==> src/rtl/concat_pkg.sv <==
// Shared types and helpers for the channel-concatenation read sequencer
// and its output pipeline.
package concat_pkg;

  typedef enum logic [1:0] {
    IDLE  = 2'd0,
    ARM   = 2'd1,
    BURST = 2'd2
  } state_e;

  typedef struct packed {
    logic sop;
    logic eop;
    logic sof;
    logic eof;
  } flags_t;

  // Counter width for a bound; never below one bit so degenerate bounds still elaborate.
  function automatic int clog2_min1(input int value);
    int w;
    w = $clog2(value);
    if (w < 1) begin
      w = 1;
    end
    return w;
  endfunction

endpackage

==> src/rtl/concat_out_pipe.sv <==
// Two-stage pop-to-output pipeline: stage 1 follows the FIFO pop, stage 2
// captures the selected FIFO q word. flush_i drops everything in flight.
module concat_out_pipe
  import concat_pkg::*;
#(
  parameter int DATA_WIDTH = 8,
  parameter int NUM_SRC    = 2,
  parameter int SRC_W      = 1
) (
  input  logic                               clk,
  input  logic                               reset,
  input  logic                               flush_i,
  input  logic                               pop_valid_i,
  input  logic [SRC_W-1:0]                   pop_src_i,
  input  flags_t                             pop_flags_i,
  input  logic [NUM_SRC-1:0][DATA_WIDTH-1:0] src_data_i,
  output logic signed [DATA_WIDTH-1:0]       data_o,
  output logic                               data_valid_o,
  output flags_t                             flags_o
);

  logic                         s1_valid_q, s1_valid_d;
  logic [SRC_W-1:0]             s1_src_q, s1_src_d;
  flags_t                       s1_flags_q, s1_flags_d;
  logic                         s2_valid_q, s2_valid_d;
  logic signed [DATA_WIDTH-1:0] s2_data_q, s2_data_d;
  flags_t                       s2_flags_q, s2_flags_d;

  // Next-state for both stages; idle slots carry zero data and flags.
  always_comb begin
    s1_valid_d = 1'b0;
    s1_src_d   = '0;
    s1_flags_d = '0;
    s2_valid_d = 1'b0;
    s2_data_d  = '0;
    s2_flags_d = '0;
    if (flush_i) begin
      s1_valid_d = 1'b0;
      s2_valid_d = 1'b0;
    end else begin
      s1_valid_d = pop_valid_i;
      s1_src_d   = pop_src_i;
      if (pop_valid_i) begin
        s1_flags_d = pop_flags_i;
      end else begin
        s1_flags_d = '0;
      end
      s2_valid_d = s1_valid_q;
      // FIFO q is valid the cycle after the pop, which is exactly when stage 1 holds it.
      if (s1_valid_q) begin
        s2_data_d  = src_data_i[s1_src_q];
        s2_flags_d = s1_flags_q;
      end else begin
        s2_data_d  = '0;
        s2_flags_d = '0;
      end
    end
  end

  // Pipeline registers.
  always_ff @(posedge clk or posedge reset) begin
    if (reset) begin
      s1_valid_q <= 1'b0;
      s1_src_q   <= '0;
      s1_flags_q <= '0;
      s2_valid_q <= 1'b0;
      s2_data_q  <= '0;
      s2_flags_q <= '0;
    end else begin
      s1_valid_q <= s1_valid_d;
      s1_src_q   <= s1_src_d;
      s1_flags_q <= s1_flags_d;
      s2_valid_q <= s2_valid_d;
      s2_data_q  <= s2_data_d;
      s2_flags_q <= s2_flags_d;
    end
  end

  assign data_o       = s2_data_q;
  assign data_valid_o = s2_valid_q;
  assign flags_o      = s2_flags_q;

endmodule

==> src/rtl/concat_scheduler.sv <==
// Read-side sequencer for channel concatenation: pops one pixel burst from each
// source FIFO in order and emits a single framed stream two cycles later.
module concat_scheduler
  import concat_pkg::*;
#(
  parameter int DATA_WIDTH             = 8,
  parameter int NUMBER_CONCAT_CHANNELS = 2,
  parameter int CHANNEL_NUM            = 8,
  parameter int PIXELS_PER_FRAME       = 224*224
) (
  input  logic                                              clk,
  input  logic                                              reset,
  input  logic                                              clear_i,
  input  logic [NUMBER_CONCAT_CHANNELS-1:0]                 src_avail_i,
  output logic [NUMBER_CONCAT_CHANNELS-1:0]                 src_rd_o,
  input  logic [NUMBER_CONCAT_CHANNELS-1:0][DATA_WIDTH-1:0] src_data_i,
  input  logic                                              dn_ready_i,
  output logic signed [DATA_WIDTH-1:0]                      data_o,
  output logic                                              data_valid_o,
  output logic                                              sop_o,
  output logic                                              eop_o,
  output logic                                              sof_o,
  output logic                                              eof_o,
  output logic                                              busy_o,
  output logic                                              frame_done_o
);

  localparam int SRC_W  = clog2_min1(NUMBER_CONCAT_CHANNELS);
  localparam int BEAT_W = clog2_min1(CHANNEL_NUM);
  localparam int PIX_W  = clog2_min1(PIXELS_PER_FRAME);

  localparam logic [SRC_W-1:0]  SRC_LAST  = SRC_W'(NUMBER_CONCAT_CHANNELS - 1);
  localparam logic [BEAT_W-1:0] BEAT_LAST = BEAT_W'(CHANNEL_NUM - 1);
  localparam logic [PIX_W-1:0]  PIX_LAST  = PIX_W'(PIXELS_PER_FRAME - 1);
  localparam logic [NUMBER_CONCAT_CHANNELS-1:0] SRC0_ONEHOT = NUMBER_CONCAT_CHANNELS'(1);

  state_e            state_q, state_d;
  logic [SRC_W-1:0]  src_idx_q, src_idx_d;
  logic [BEAT_W-1:0] beat_cnt_q, beat_cnt_d;
  logic [PIX_W-1:0]  pix_cnt_q, pix_cnt_d;

  logic                              start_ok_s;
  logic                              beat_last_s;
  logic                              src_last_s;
  logic                              pix_last_s;
  logic [NUMBER_CONCAT_CHANNELS-1:0] src_rd_s;
  logic                              pop_valid_s;
  flags_t                            pop_flags_s;
  flags_t                            out_flags_s;

  assign start_ok_s  = (&src_avail_i) & dn_ready_i;
  assign beat_last_s = (beat_cnt_q == BEAT_LAST);
  assign src_last_s  = (src_idx_q == SRC_LAST);
  assign pix_last_s  = (pix_cnt_q == PIX_LAST);

  // Sequencer next-state: ARM waits for a full pixel of data and space, BURST pops back-to-back.
  always_comb begin
    state_d     = state_q;
    src_idx_d   = src_idx_q;
    beat_cnt_d  = beat_cnt_q;
    pix_cnt_d   = pix_cnt_q;
    src_rd_s    = '0;
    pop_valid_s = 1'b0;
    if (clear_i) begin
      state_d    = ARM;
      src_idx_d  = '0;
      beat_cnt_d = '0;
      pix_cnt_d  = '0;
    end else begin
      case (state_q)
        IDLE: begin
          state_d = ARM;
        end
        ARM: begin
          if (start_ok_s) begin
            state_d    = BURST;
            src_idx_d  = '0;
            beat_cnt_d = '0;
          end else begin
            state_d = ARM;
          end
        end
        BURST: begin
          src_rd_s    = SRC0_ONEHOT << src_idx_q;
          pop_valid_s = 1'b1;
          if (beat_last_s) begin
            beat_cnt_d = '0;
            if (src_last_s) begin
              src_idx_d = '0;
              if (pix_last_s) begin
                pix_cnt_d = '0;
              end else begin
                pix_cnt_d = pix_cnt_q + PIX_W'(1);
              end
              // Pixel boundary: restart without a bubble when the next pixel is ready.
              if (start_ok_s) begin
                state_d = BURST;
              end else begin
                state_d = ARM;
              end
            end else begin
              src_idx_d = src_idx_q + SRC_W'(1);
            end
          end else begin
            beat_cnt_d = beat_cnt_q + BEAT_W'(1);
          end
        end
        default: begin
          state_d    = ARM;
          src_idx_d  = '0;
          beat_cnt_d = '0;
          pix_cnt_d  = '0;
        end
      endcase
    end
  end

  // Framing flags for the word being popped this cycle.
  always_comb begin
    pop_flags_s     = '0;
    pop_flags_s.sop = (src_idx_q == SRC_W'(0)) && (beat_cnt_q == BEAT_W'(0));
    pop_flags_s.eop = src_last_s && beat_last_s;
    pop_flags_s.sof = pop_flags_s.sop && (pix_cnt_q == PIX_W'(0));
    pop_flags_s.eof = pop_flags_s.eop && pix_last_s;
  end

  // Sequencer state and counters.
  always_ff @(posedge clk or posedge reset) begin
    if (reset) begin
      state_q    <= IDLE;
      src_idx_q  <= '0;
      beat_cnt_q <= '0;
      pix_cnt_q  <= '0;
    end else begin
      state_q    <= state_d;
      src_idx_q  <= src_idx_d;
      beat_cnt_q <= beat_cnt_d;
      pix_cnt_q  <= pix_cnt_d;
    end
  end

  concat_out_pipe #(
    .DATA_WIDTH (DATA_WIDTH),
    .NUM_SRC    (NUMBER_CONCAT_CHANNELS),
    .SRC_W      (SRC_W)
  ) u_out_pipe (
    .clk          (clk),
    .reset        (reset),
    .flush_i      (clear_i),
    .pop_valid_i  (pop_valid_s),
    .pop_src_i    (src_idx_q),
    .pop_flags_i  (pop_flags_s),
    .src_data_i   (src_data_i),
    .data_o       (data_o),
    .data_valid_o (data_valid_o),
    .flags_o      (out_flags_s)
  );

  assign src_rd_o     = src_rd_s;
  assign busy_o       = (state_q == BURST);
  assign sop_o        = out_flags_s.sop;
  assign eop_o        = out_flags_s.eop;
  assign sof_o        = out_flags_s.sof;
  assign eof_o        = out_flags_s.eof;
  assign frame_done_o = out_flags_s.eof;

endmodule
==> config.mk <==
export PLATFORM = sky130hd
export DESIGN_NAME = concat_scheduler
export DESIGN_NICKNAME = d
export VERILOG_FILES = /design/src/rtl/concat_pkg.sv /design/src/rtl/concat_out_pipe.sv /design/src/rtl/concat_scheduler.sv
export SDC_FILE = /design/constraint.sdc
export NUM_CORES = 1
export LEC_CHECK = 0
export BUFFER_PORTS_ARGS = -buffer_cell sky130_fd_sc_hd__clkbuf_2
export CORE_AREA = 5 5 68 70
export DETAILED_ROUTE_END_ITERATION = 16
export DIE_AREA = 0 0 73 75
export GPL_TIMING_DRIVEN = 1
export PLACE_DENSITY = 0.75
export SETUP_SLACK_MARGIN = 0.5
export SYNTH_ARGS = -nofsm -noshare
export SYNTH_HDL_FRONTEND = slang
export SYNTH_SLANG_ARGS = --single-unit
==> constraint.sdc <==
create_clock -name clk -period 3 [get_ports clk]
set_clock_uncertainty 0.15 [all_clocks]
set_input_delay 0.3 -clock clk [delete_from_list [all_inputs] [get_ports clk]]
set_output_delay 0.3 -clock clk [all_outputs]
set_load 0.01 [all_outputs]
Word-level counts from Yosys, hierarchy flattened

Cells that the tools add are included.

Register bits: 41
Output and inout bits: 17
Word-level logic and storage cells: 79

$add $sub $neg: 3
Magnitude comparators: 1
Eq/ne operators: 9
Shift operators: 1
Mux-type cells: 34
Bitwise operators: 2
Reductions and logical operators: 13

Operators by type and width:

| operator              | number |
|---|---|
| $mux 16               | 4 |
| $mux 8                | 4 |
| $pmux 16 s2           | 1 |
| $add 16x1->16 const B | 1 |
| $eq 16x16->1 const B  | 1 |
| $logic_not 16->1      | 1 |
| $mux 4                | 4 |
| $mux 2                | 6 |
| $mux 1                | 9 |
| $mux 3                | 3 |
| $pmux 3 s3            | 1 |
| $ne 3x2->1 const B    | 2 |
| $reduce_and 2->1      | 3 |
| $reduce_and 3->1      | 2 |
| $logic_and 1x1->1     | 4 |
| $pmux 2 s2            | 1 |
| $add 3x1->3 const B   | 1 |
| $eq 3x3->1 const B    | 1 |
| $logic_not 3->1       | 1 |
| $ne 3x3->1 const B    | 1 |
| $pmux 1 s3            | 1 |
| $eq 2x1->1 const B    | 1 |
| $eq 2x2->1 const B    | 1 |
| $logic_not 2->1       | 1 |
| 8 further kinds       | 8 |

Depth between registers and ports, before layout

Gate-level depths: netlist of the first run.

Depth after elaboration: 7
Mapped depth: 8

Hierarchy

From an unflattened synthesis of the first run, not the netlist that was laid out.

Cells, all modules: 205
Area, all modules: 2113.3 µm²

By module, submodules not included:

| module           | times used | cells each | area each (µm²) | sequential area each (µm²) |
|---|---|---|---|---|
| concat_scheduler | 1          | 155        | 1417.6          | 550.5 |
| concat_out_pipe  | 1          | 50         | 695.7           | 475.5 |

Least setup slack after synthesis of the first run

No wires, ideal clock.

Kind: register -> register
From: reg beat_cnt_q[0]
To: reg pix_cnt_q[10]
Arrival time: 1.974 ns
Data required time: 2.763 ns
Setup slack: 0.788 ns
Cell stages (with the launch flop): 8
Buffers on the path: 1
Period minus slack after synthesis: 2.212 ns
Cell sequence: dfrtp_1 -> ha_1 -> ha_1 -> and2_1 -> clkbuf_1 -> o211ai_1 -> or4_2 -> a22oi_1

Cells in the longest elaborated chain, start to end: 3

RTL lines:

| element                           | RTL line                | source |
|---|---|---|
| start, declared                   | concat_scheduler.sv:39  | `logic [BEAT_W-1:0] beat_cnt_q, beat_cnt_d;` |
| start signal, assigned            | concat_scheduler.sv:137 | `beat_cnt_q <= beat_cnt_d;` |
| $eq 3x3->1                        | concat_scheduler.sv:52  | `assign beat_last_s = (beat_cnt_q == BEAT_LAST);` |
| $ne 3x2->1 (no source line)       | --                      |  |
| $reduce_and 3->1 (no source line) | --                      |  |
| end signal, assigned              | concat_scheduler.sv:138 | `pix_cnt_q <= pix_cnt_d;` |
| end, declared                     | concat_scheduler.sv:40  | `logic [PIX_W-1:0] pix_cnt_q, pix_cnt_d;` |

Every way passes these cells.
A chain may end at the register's enable or synchronous reset.

Worst setup path in the final report of the first run

Same ends and word-level chain as after synthesis.

==> results.env, run 1 <==
OUTCOME='finished, final reports clean'
IO-PIN-COUNT=39
YS_SEQ_AREA_SHARE_PCT=50.8
DIE_W_UM=73
REPORT.FINAL.HOLD_VIOL_COUNT=0
CLK-INSERTION-DELAY-LATE_NS=0.30
FINAL-MAX-SLEW-VIOLATION-COUNT=0
GRT_START_MAX_NET_PINS=28
PORT_BUFFERS=38
FF2FF_PATH_DEPTH=6
CRIT_SLOWEST_CELL='or4_2'
YS_FF_LATCH=41
CTS_ROOT_BUF='clkbuf_8'
FIRST_GLOBAL_VIAS=1380
NFILLCELLS=354
POWER.SHARE.CLOCK_PCT=36.9
DPL.CELL_COUNT=269
ROUTEDLENGTHMET1_UM=1710
FINALNETCOUNT=260
CRITICAL_PATH.ENDPOINT_TYPE='flip-flop'
P_INT_mW=0.732
CTS.CLK_SLEW.WORST_PATHS_NS=0.08
LAYOUT-DRIVE-GT1-SHARE_PCT=24.2
AREA_DELTA_SYNTH_FINAL_PCT=16.2
FIN_CRIT_NS=2.35
CTS_BUFFER_DEPTH=2
ROUTED-VIA-COUNT=1564
ROUTED-WL-MET2_UM=1850
P_SW_SHARE_PCT=23.1
HOLD_DEPTH=3
POST-LAYOUT-TOTAL-POWER_mW=0.952
TOTAL_GLOBAL_ROUTING_TRACK_UTILIZATION_PCT=15.1
GRT_FIRST_PASS_WIRELENGTH_UM=6290
WORSTPATHMAXFANOUT=8
POWER.SWITCHING_mW=0.219
POWER.COMBINATIONAL.FRACTION_PCT=4.9
DRT_PRE_ANTENNA_ITERS=4
MIN_FROM='src_data_i[6]'
DRC_MARKERS=0
FLOORPLAN.ROWS=23
DP_WIRELENGTH_UM=2850
H-TREE-DEPTH=2
MAX_CAP_VIOLATIONS=0
AVGVIACOUNTPERCELL=5.57
FLOORPLAN.INITIALDENSITY_PCT=51.6
CRITICAL_PATH_CLASS='reg2reg'
MIN_DELAY_WORST_ENDPOINT='u_out_pipe.data_o[6]'
WORSTPATHARRIVAL_NS=2.42
ANTENNADIODECOUNT=0
CTS.SINK_COUNT=41
FINAL_CELL_COUNT_NO_FILL=281
FINAL.HOLD.WORST_SLACK_NS=0.102
CRITICAL_PATH.N_BUFFERS_INVERTERS=0
RSZ0062_AT_GRT='no'
CRIT-REG2REG-LAUNCH='beat_cnt_q[0]'
IR_DROP_uV=244
DETAIL_ROUTE.WIRELENGTH_UM=3910
HIGHEST-SIGNAL-LAYER='met4'
TIMING.REG2REG.SETUP_SLACK_NS=0.65
SYNTH-WARNING-COUNT=0
TIMING.HOLD.WORST.CLASS='in2reg'
DETAILEDROUTE.FIRSTITERATIONVIOLATIONS=70
GRT_ANTENNA_BEFORE_REPAIR=0
NETLIST_AREA_UM2=2020
FINALCRITPERIODSHARE_PCT=78.4
CRITPATHTOPFAMILY='simple AND/OR/NAND/NOR gates'
OVERFLOW=0
MAX_FREQ_MHz=425
POST_DRT_WL_PER_CELL_UM=13.9
PATH_COMMON_CELL='ha_1'
CRITICAL_PATH.CELL_CHAIN='ha_1, ha_1, and2_1, o211ai_1, or4_2, a22oi_1'
SYNTH_CELL_TYPES=39
POSTCTSRESIZEDCELLS=0
CRITICAL-PATH-MAX-STAGE-DELAY_NS=0.61
AVGSYNTHCELLAREA_UM2=10.6
DIE_AREA_UM2=5480
TIMING_WORST_SLEW_PIN_VALUE_NS=0.560
TRITONCTS.NUM_BUFFERS=5
TIMING.SLEW.HEADROOM_PCT=62.7
SYNTHCELLS=190
DIE_HEIGHT_UM=75
CP.REQUIRED_NS=3.07
P_LEAK_nW=1.13
WORST_R2R_ENDPOINT='pix_cnt_q[10]'
DRT.ANTENNA.VIOLATING_NETS=0
TOTALNEGATIVESETUPSLACK_NS=0
SEQUENTIALPOWERSHARE_PCT=58.2
TRITONCTS_CLOCK_TREE='built'
POWER_DENSITY_nW_PER_UM2=406
SYNTH.NET_COUNT=220
ROUTABILITYCONGESTION=0.826
SETUP_VIOL=0
DETAILROUTE.WIRELENGTH.MET3_UM=283
CRIT_CELLS=6
CORE-AREA_UM2=3910
WORSTSETUPSTARTPOINTTYPE='flip-flop'
==> flip-flops by register name, indices dropped and copies added (netlist names) <==
name / cells
beat_cnt_q: 3
pix_cnt_q: 16
src_idx_q: 1
state_q: 2
u_out_pipe.data_o: 8
u_out_pipe.data_valid_o: 1
u_out_pipe.flags_o: 4
u_out_pipe.s1_flags_q: 4
u_out_pipe.s1_src_q: 1
u_out_pipe.s1_valid_q: 1
==> layout by cell type, fill, tap and decap left out, types with 2 or more instances in the layout <==
master	instances
o31ai_1	6
o21ai_0	6
nor4_1	2
or3_1	4
inv_1	12
clkbuf_2	38
a21oi_1	5
o21bai_1	2
nand2b_1	2
clkbuf_8	5
buf_4	4
nor2_1	11
o22ai_1	3
nand2_1	10
or4_1	6
nand4_1	2
o211ai_1	3
nor4b_1	2
nor3_1	2
xor2_1	3
nand3_1	5
mux2i_1	9
and3_1	3
and2_1	7
nor3b_1	3
mux2_2	2
dfrtp_1	41
ha_1	8
and4_1	2
a22oi_1	10
clkinv_2	2
==> through the flow <==
| step | util (%) | instance area (um^2) | setup WS (ns) |
|---|---|---|---|
| final | 60.0 | 2350 | 0.648 |
| after global routing | 60.0 | 2350 | 0.491 |
| after CTS | 59.4 | 2320 | 0.576 |
| after detailed placement | 56.9 | 2230 | 0.587 |
| after global placement | 56.9 | 2230 | 0.603 |
| after floorplan | - | 2020 | 0.788 |
==> power groups by stage <==
stage	Sequential [mW]	Clock (mW)	Combinational, mW
CTS	0.553	0.364	0.0482
global placement	0.564	0	0.0466
floorplan	0.564	0	0.0255
detailed placement	0.565	0	0.0469
global route	0.554	0.386	0.0534
finish	0.554	0.352	0.0467
==> logic make-up after synthesis <==
logic type               share of synthesized area, %
AND/OR/NAND/NOR                                  18.7
flip-flops                                       50.8
AO/OA/AOI/OAI                                    13.9
buffers and inverters                            4.83
multiplexers                                     5.57
adder cells (fa/ha/maj)                          4.95
XOR/XNOR                                         1.30
==> worst max path at each step <==
stage,startpoint,to,slack [ns]
6_report,beat_cnt_q[0],pix_cnt_q[10],0.65
5_1_grt,beat_cnt_q[0],pix_cnt_q[10],0.49
4_1_cts,beat_cnt_q[0],pix_cnt_q[11],0.58
3_5_place_dp,state_q[0],pix_cnt_q[13],0.59
3_3_place_gp,beat_cnt_q[0],pix_cnt_q[11],0.60
2_1_floorplan,beat_cnt_q[0],pix_cnt_q[10],0.79
==> area by class of cell <==
cell class / count / area, um^2 / area share, %
clock buffers: 5 / 68.8 / 2.93
repair buffers: 43 / 230 / 9.81
inverters: 12 / 45.0 / 1.92
well taps: 50 / 62.6 / 2.67
flip-flops and latches: 41 / 1030 / 43.7
multi-input cells: 127 / 897 / 38.2
clock inverters: 3 / 17.5 / 0.746
==> cell usage after synthesis <==
| library cell | instances | share of area [%] |
|---|---|---|
| xor2_1 | 3 | 1.3 |
| nor4b_1 | 2 | 0.87 |
| or4_4 | 1 | 0.56 |
| nor2b_1 | 1 | 0.31 |
| nand2b_1 | 2 | 0.62 |
| buf_6 | 1 | 0.56 |
| nand3_1 | 5 | 1.2 |
| o31ai_1 | 6 | 2.2 |
| or4_2 | 1 | 0.43 |
| o21bai_1 | 2 | 0.74 |
| nor2_1 | 11 | 2.0 |
| o2111ai_1 | 1 | 0.43 |
| dfrtp_1 | 41 | 51 |
| o211ai_1 | 3 | 1.1 |
| a22oi_1 | 10 | 3.7 |
| or4_1 | 6 | 2.2 |
| or3_1 | 4 | 1.2 |
| nand2_1 | 10 | 1.9 |
| nand4_1 | 2 | 0.62 |
| nor3b_1 | 3 | 1.1 |
| inv_1 | 12 | 2.2 |
| clkbuf_1 | 7 | 1.3 |
| o21a_1 | 1 | 0.37 |
| mux2_2 | 2 | 1.1 |
| a21o_1 | 1 | 0.37 |
| nor4_1 | 2 | 0.62 |
| o21ai_4 | 1 | 0.81 |
| and4_1 | 2 | 0.87 |
| buf_4 | 2 | 0.74 |
| and4_2 | 1 | 0.50 |
| and2_1 | 7 | 2.2 |
| o22ai_1 | 3 | 0.93 |
| ha_1 | 8 | 5.0 |
| o2bb2ai_1 | 1 | 0.43 |
| and3_1 | 3 | 0.93 |
| a21oi_1 | 5 | 1.2 |
| mux2i_1 | 9 | 4.5 |
| nor3_1 | 2 | 0.50 |
| o21ai_0 | 6 | 1.5 |
==> routing by layer <==
metal / global-route usage (%) / vias up
met5: 0 / -
met4: 6.76 / 0
met3: 4.81 / 6
met2: 23.5 / 50
met1: 19.4 / 740
li1: - / 768
==> timing repair <==
item | CTS | global route
hold buffers | 1 | 0
buffers inserted | 0 | 3
endpoints found under the setup margin | 0 | 7
hold endpoints to repair | 14 | 0
==> tightest hold or removal path, delay by kind of cell <==
family	cells	cell delay, ns
simple gates	1	0.08
buf+inv	1	0.08
mux	1	0.05
Note: power is estimated with default switching activity, not from simulation.
==> run 2, diff against run 1 <==
==> constraint.sdc (replaced) <==
create_clock -name clk -period 2.2 [get_ports clk]
set_clock_uncertainty 0.15 [all_clocks]
set_input_delay 0.22 -clock clk [delete_from_list [all_inputs] [get_ports clk]]
set_output_delay 0.22 -clock clk [all_outputs]
set_load 0.01 [all_outputs]
==> results.env, run 2 (synthesis results as in run 1) <==
OUTCOME='finished, final reports clean'
CLK-INSERTION-DELAY-LATE_NS=0.29
FF2FF_PATH_DEPTH=5
WORSTSETUPSTARTPOINTTYPE='flip-flop'
CTS_ROOT_BUF='clkbuf_8'
CRITICAL_PATH_CLASS='reg2reg'
PATH_COMMON_CELL='or4_4'
WORSTPATHARRIVAL_NS=2.12
FINAL_CELL_COUNT_NO_FILL=302
CTS.SINK_COUNT=41
CRITICAL-PATH-MAX-STAGE-DELAY_NS=0.53
DPL.CELL_COUNT=281
POWER.COMBINATIONAL.FRACTION_PCT=6.0
POWER.SWITCHING_mW=0.300
POST_DRT_WL_PER_CELL_UM=15.8
ROUTABILITYCONGESTION=0.774
PLACED_CELL_AREA_UM2=2350
LAYOUT-DRIVE-GT1-SHARE_PCT=38.1
REPORT.FINAL.HOLD_VIOL_COUNT=0
DIE_HEIGHT_UM=75
TOP_REGISTER='pix_cnt_q'
FIN_CRIT_NS=2.10
POWER_DENSITY_nW_PER_UM2=528
FLOORPLAN.INITIALDENSITY_PCT=51.6
DP_WIRELENGTH_UM=3000
FLOORPLAN.ROWS=23
AREA_DELTA_SYNTH_FINAL_PCT=33.3
DRC_MARKERS=0
NUMBER_OF_FLIP_FLOPS_UNDER_THE_LARGEST_REGISTER_NAME=16
SETUP_VIOL=0
CTS_BUFFER_DEPTH=2
SEQCELLAREA_UM2=1030
DRT.ANTENNA.VIOLATING_NETS=0
TOTALNEGATIVESETUPSLACK_NS=0
MAX_FREQ_MHz=476
ANTENNADIODECOUNT=0
ROUTED-VIA-COUNT=1729
DIE_W_UM=73
CRITICAL_PATH.ENDPOINT_TYPE='flip-flop'
IO-PIN-COUNT=39
TRITONCTS_CLOCK_TREE='built'
TIMING_WORST_SLEW_PIN_VALUE_NS=0.497
FINAL-MAX-SLEW-VIOLATION-COUNT=0
FINALNETCOUNT=282
AVGVIACOUNTPERCELL=5.73
NFILLCELLS=292
PORT_BUFFERS=38
GRT_START_MAX_NET_PINS=42
P_INT_mW=1.12
CORE-AREA_UM2=3910
DETAIL_ROUTE.WIRELENGTH_UM=4780
CP.REQUIRED_NS=2.22
GRT_FIRST_PASS_WIRELENGTH_UM=7560
FINALINSTANCEAREA_UM2=2690
SEQUENTIALPOWERSHARE_PCT=53.1
CRITICAL_PATH.CELL_CHAIN='or4_4, or4_4, o21ai_4, buf_12, a22oi_1'
H-TREE-DEPTH=2
FINALCRITPERIODSHARE_PCT=95.5
HOLD_DEPTH=3
POST-LAYOUT-TOTAL-POWER_mW=1.42
DRT_PRE_ANTENNA_ITERS=4
P_LEAK_nW=1.27
CRIT_SLOWEST_CELL='or4_4'
P_SW_SHARE_PCT=21.1
TIMING.HOLD.WORST.CLASS='in2reg'
WORSTPATHMAXFANOUT=15
POWER.SHARE.CLOCK_PCT=40.9
DIE_AREA_UM2=5480
FIRST_GLOBAL_VIAS=1695
GRT_ANTENNA_BEFORE_REPAIR=0
TIMING.SLEW.HEADROOM_PCT=66.9
IR_DROP_uV=356
MULTI_INPUT_COMB_AREA_UM2=1010
TRITONCTS.NUM_BUFFERS=5
MAX_CAP_VIOLATIONS=0
LEADING_CELL_TYPE_IN_THE_LAYOUT_FILL_AND_TAPS_EXCLUDED='dfrtp_1'
DETAILEDROUTE.FIRSTITERATIONVIOLATIONS=110
TOTAL_GLOBAL_ROUTING_TRACK_UTILIZATION_PCT=17.6
RSZ0062_AT_GRT='yes'
CTS.CLK_SLEW.WORST_PATHS_NS=0.07
LAYOUT.CELLS.MOST_COMMON_LIST='dfrtp_1, clkbuf_2, buf_4'
OVERFLOW=0
## run 2: path summary, 6_finish.rpt
kind / startpoint / slack, ns / end
worst min-delay path: src_data_i[4] / 0.03 / u_out_pipe.data_o[4]
worst max-delay path: pix_cnt_q[10] / 0.1 / pix_cnt_q[15]
worst max register to register: pix_cnt_q[10] / 0.1 / pix_cnt_q[15]
worst min register to register: u_out_pipe.s1_flags_q[0] / 0.30 / u_out_pipe.flags_o[0]
min in group asynchronous: reset / 0.43 / u_out_pipe.data_valid_o
max in group asynchronous: reset / 1.12 / pix_cnt_q[8]
## run 2: cell type report
type                            instances  area share, %
Inverter                               12           1.81
Clock inverter                          2           1.30
Multi-Input combinational cell        127           37.5
Sequential cell                        41           38.1
Timing Repair Buffer                   65           16.4
Clock buffer                            5           2.56
Tap cell                               50           2.32
## run 2: timing repair
item,4_1_cts,5_1_grt
pin swaps,3,8
hold buffers,1,0
endpoints found under the hold margin,41,0
buffers inserted,6,6
gates resized for setup,16,19
setup endpoints to repair,22,23
gates cloned,0,1
## run 2: worst max-delay path: cells and delay by family, from the launching register on
kind | cells | cell delay (ns)
and+or+nand+nor | 2 | 1.05
AOI/OAI and AO/OA | 2 | 0.25
buffers and inverters | 1 | 0.16
DFF | 1 | 0.38
## run 2: power by group through the flow
stage,Combinational (mW),Clock (mW),Sequential (mW)
after floorplan,0.0348,0,0.770
after global placement,0.0681,0,0.770
after detailed placement,0.0693,0,0.770
after CTS,0.0776,0.588,0.755
after global routing,0.0945,0.624,0.755
final,0.0855,0.582,0.755
## run 2: layer usage
layer	wire [um]	GRT usage, %
met1	1990	21.2
met2	2300	30.2
met3	375	4.41
met4	113	7.58
met5	0	0
## run 2: stage by stage
stage / utilization, % / hold WS (ns) / worst slack [ns]
after floorplan: - / 0.136 / 0.0835
after global routing: 68.8 / 0.0419 / 0.0252
final: 68.8 / 0.0275 / 0.0987
after global placement: 60.0 / 0.202 / 0.126
after CTS: 65.8 / 0.0237 / 0.0963
after detailed placement: 60.0 / 0.199 / 0.100
==> run 3, diff against run 2 <==
--- a/config.mk
+++ b/config.mk
@@ -5,7 +5,7 @@
 export SDC_FILE = /design/constraint.sdc
 export NUM_CORES = 1
 export LEC_CHECK = 0
-export BUFFER_PORTS_ARGS = -buffer_cell sky130_fd_sc_hd__clkbuf_2
+export BUFFER_PORTS_ARGS = -buffer_cell sky130_fd_sc_hd__buf_4
 export CORE_AREA = 5 5 68 70
 export DETAILED_ROUTE_END_ITERATION = 16
 export DIE_AREA = 0 0 73 75
==> results.env, run 3 (synthesis results as in run 1) <==
FIRST_GLOBAL_VIAS=1605
DIE_HEIGHT_UM=75
H-TREE-DEPTH=2
FINALCRITPERIODSHARE_PCT=96.8
WORSTPATHMAXFANOUT=15
LAYOUT.CELLS.MOST_COMMON_LIST='buf_4, dfrtp_1, nand2_1'
FINAL.HOLD.WORST_SLACK_NS=0.0170
TIMING.SLEW.HEADROOM_PCT=64.6
MAX_FREQ_MHz=470
CTS.CLK_SLEW.WORST_PATHS_NS=0.08
GRT_START_MAX_NET_PINS=42
CORE-AREA_UM2=3910
FLOORPLAN.INITIALDENSITY_PCT=51.6
OUTCOME='finished, final reports clean'
DIE_AREA_UM2=5480
TOP_REGISTER='pix_cnt_q'
ANTENNADIODECOUNT=0
AVGVIACOUNTPERCELL=5.67
OVERFLOW=0
CRITICAL_PATH_CLASS='reg2reg'
CRITICAL-PATH-MAX-STAGE-DELAY_NS=0.54
P_LEAK_nW=1.30
DRC_MARKERS=0
CTS_ROOT_BUF='clkbuf_8'
TRITONCTS_CLOCK_TREE='built'
TOTALNEGATIVESETUPSLACK_NS=0
CRIT_SLOWEST_CELL='or4_4'
IR_DROP_uV=494
DIE_W_UM=73
CTS.SINK_COUNT=41
PATH_COMMON_CELL='or4_4'
DETAIL_ROUTE.WIRELENGTH_UM=5020
LAYOUT-DRIVE-GT1-SHARE_PCT=38.1
CRITICAL_PATH.CELL_CHAIN='or4_4, or4_4, o21ai_4, buf_12, a22oi_1'
LEADING_CELL_TYPE_IN_THE_LAYOUT_FILL_AND_TAPS_EXCLUDED='buf_4'
POST_DRT_WL_PER_CELL_UM=16.3
DETAILEDROUTE.FIRSTITERATIONVIOLATIONS=83
FLOORPLAN.ROWS=23
WORSTPATHARRIVAL_NS=2.15
FINALNETCOUNT=287
GRT_ANTENNA_BEFORE_REPAIR=0
TOTAL_GLOBAL_ROUTING_TRACK_UTILIZATION_PCT=17.4
TRITONCTS.NUM_BUFFERS=5
AREA_DELTA_SYNTH_FINAL_PCT=38.0
WORSTSETUPSTARTPOINTTYPE='flip-flop'
CTS_BUFFER_DEPTH=2
TIMING_WORST_SLEW_PIN_VALUE_NS=0.529
MAX_CAP_VIOLATIONS=0
POWER_DENSITY_nW_PER_UM2=516
DP_WIRELENGTH_UM=3140
RSZ0062_AT_GRT='yes'
NUMBER_OF_FLIP_FLOPS_UNDER_THE_LARGEST_REGISTER_NAME=16
CRITICAL_PATH.ENDPOINT_TYPE='flip-flop'
ROUTABILITYCONGESTION=0.794
ROUTED-VIA-COUNT=1741
GRT_FIRST_PASS_WIRELENGTH_UM=7350
PORT_BUFFERS=38
SETUP_VIOL=0
DRT.ANTENNA.VIOLATING_NETS=0
IO-PIN-COUNT=39
REPORT.FINAL.HOLD_VIOL_COUNT=0
DRT_PRE_ANTENNA_ITERS=4
TIMING.HOLD.WORST.CLASS='in2reg'
FIN_CRIT_NS=2.13
CLK-INSERTION-DELAY-LATE_NS=0.29
FINAL-MAX-SLEW-VIOLATION-COUNT=0
CP.REQUIRED_NS=2.22
[run 3: final timing paths]
kind | startpoint | to | slack [ns] | cells past startpoint
min in group asynchronous | reset | u_out_pipe.flags_o[1] | 0.47 | 4
worst min-delay path | src_data_i[1] | u_out_pipe.data_o[1] | 0.02 | 3
worst max-delay path | pix_cnt_q[10] | pix_cnt_q[9] | 0.07 | 5
max in group asynchronous | reset | pix_cnt_q[6] | 1.06 | 4
worst min register to register | u_out_pipe.s1_flags_q[0] | u_out_pipe.flags_o[0] | 0.30 | 1
worst max register to register | pix_cnt_q[10] | pix_cnt_q[9] | 0.07 | 5
[run 3: where the power goes]
| part | switching [mW] | total, mW | internal [mW] |
|---|---|---|---|
| logic | 0.0474 | 0.0988 | 0.0514 |
| registers | 0.00139 | 0.756 | 0.754 |
| clock network | 0.254 | 0.584 | 0.330 |
[run 3: metrics by stage]
stage | util (%) | setup WS, ns | instance area, um^2 | power, mW | instances
2_1_floorplan | - | 0.0835 | 2040 | 0.805 | 190
3_3_place_gp | 62.6 | 0.100 | 2450 | 0.848 | 282
3_5_place_dp | 62.6 | 0.0716 | 2450 | 0.850 | 282
4_1_cts | 67.9 | 0.0711 | 2660 | 1.43 | 298
5_1_grt | 71.3 | 0.0121 | 2790 | 1.49 | 307
6_report | 71.3 | 0.0708 | 2790 | 1.44 | 307
[run 3: repair_timing]
| action | CTS | global route |
|---|---|---|
| setup buffers | 7 | 9 |
| hold buffers | 2 | 0 |
| endpoints found under the setup margin | 22 | 24 |
| gates resized for setup | 9 | 12 |
| endpoints found under the hold margin | 42 | 0 |
| pin swaps | 2 | 5 |
[run 3: area by class of cell]
type | instances | area, um^2
Clock buffer | 5 | 68.8
Tap cell | 50 | 62.6
Timing Repair Buffer | 70 | 554
Inverter | 12 | 48.8
Clock inverter | 2 | 35.0
Fill cell | 267 | 1120
Multi-Input combinational cell | 127 | 993
Sequential cell | 41 | 1030
[run 3: routing by layer]
layer / part of all wire (%) / global-route usage [%] / up-vias / wire, um
li1: - / - / 819 / -
met1: 41 / 22.9 / 842 / 2080
met2: 48 / 28.1 / 66 / 2410
met3: 7.6 / 5.21 / 14 / 380
met4: 2.9 / 4.92 / 0 / 144
met5: 0 / 0 / - / 0
[run 3: worst max-delay path, delay by kind of cell, from the launching register on]
family,cells,cell delay (ns)
AO/OA/AOI/OAI,2,0.25
buffers and inverters,1,0.16
flip-flops,1,0.39
AND/OR/NAND/NOR,2,1.05
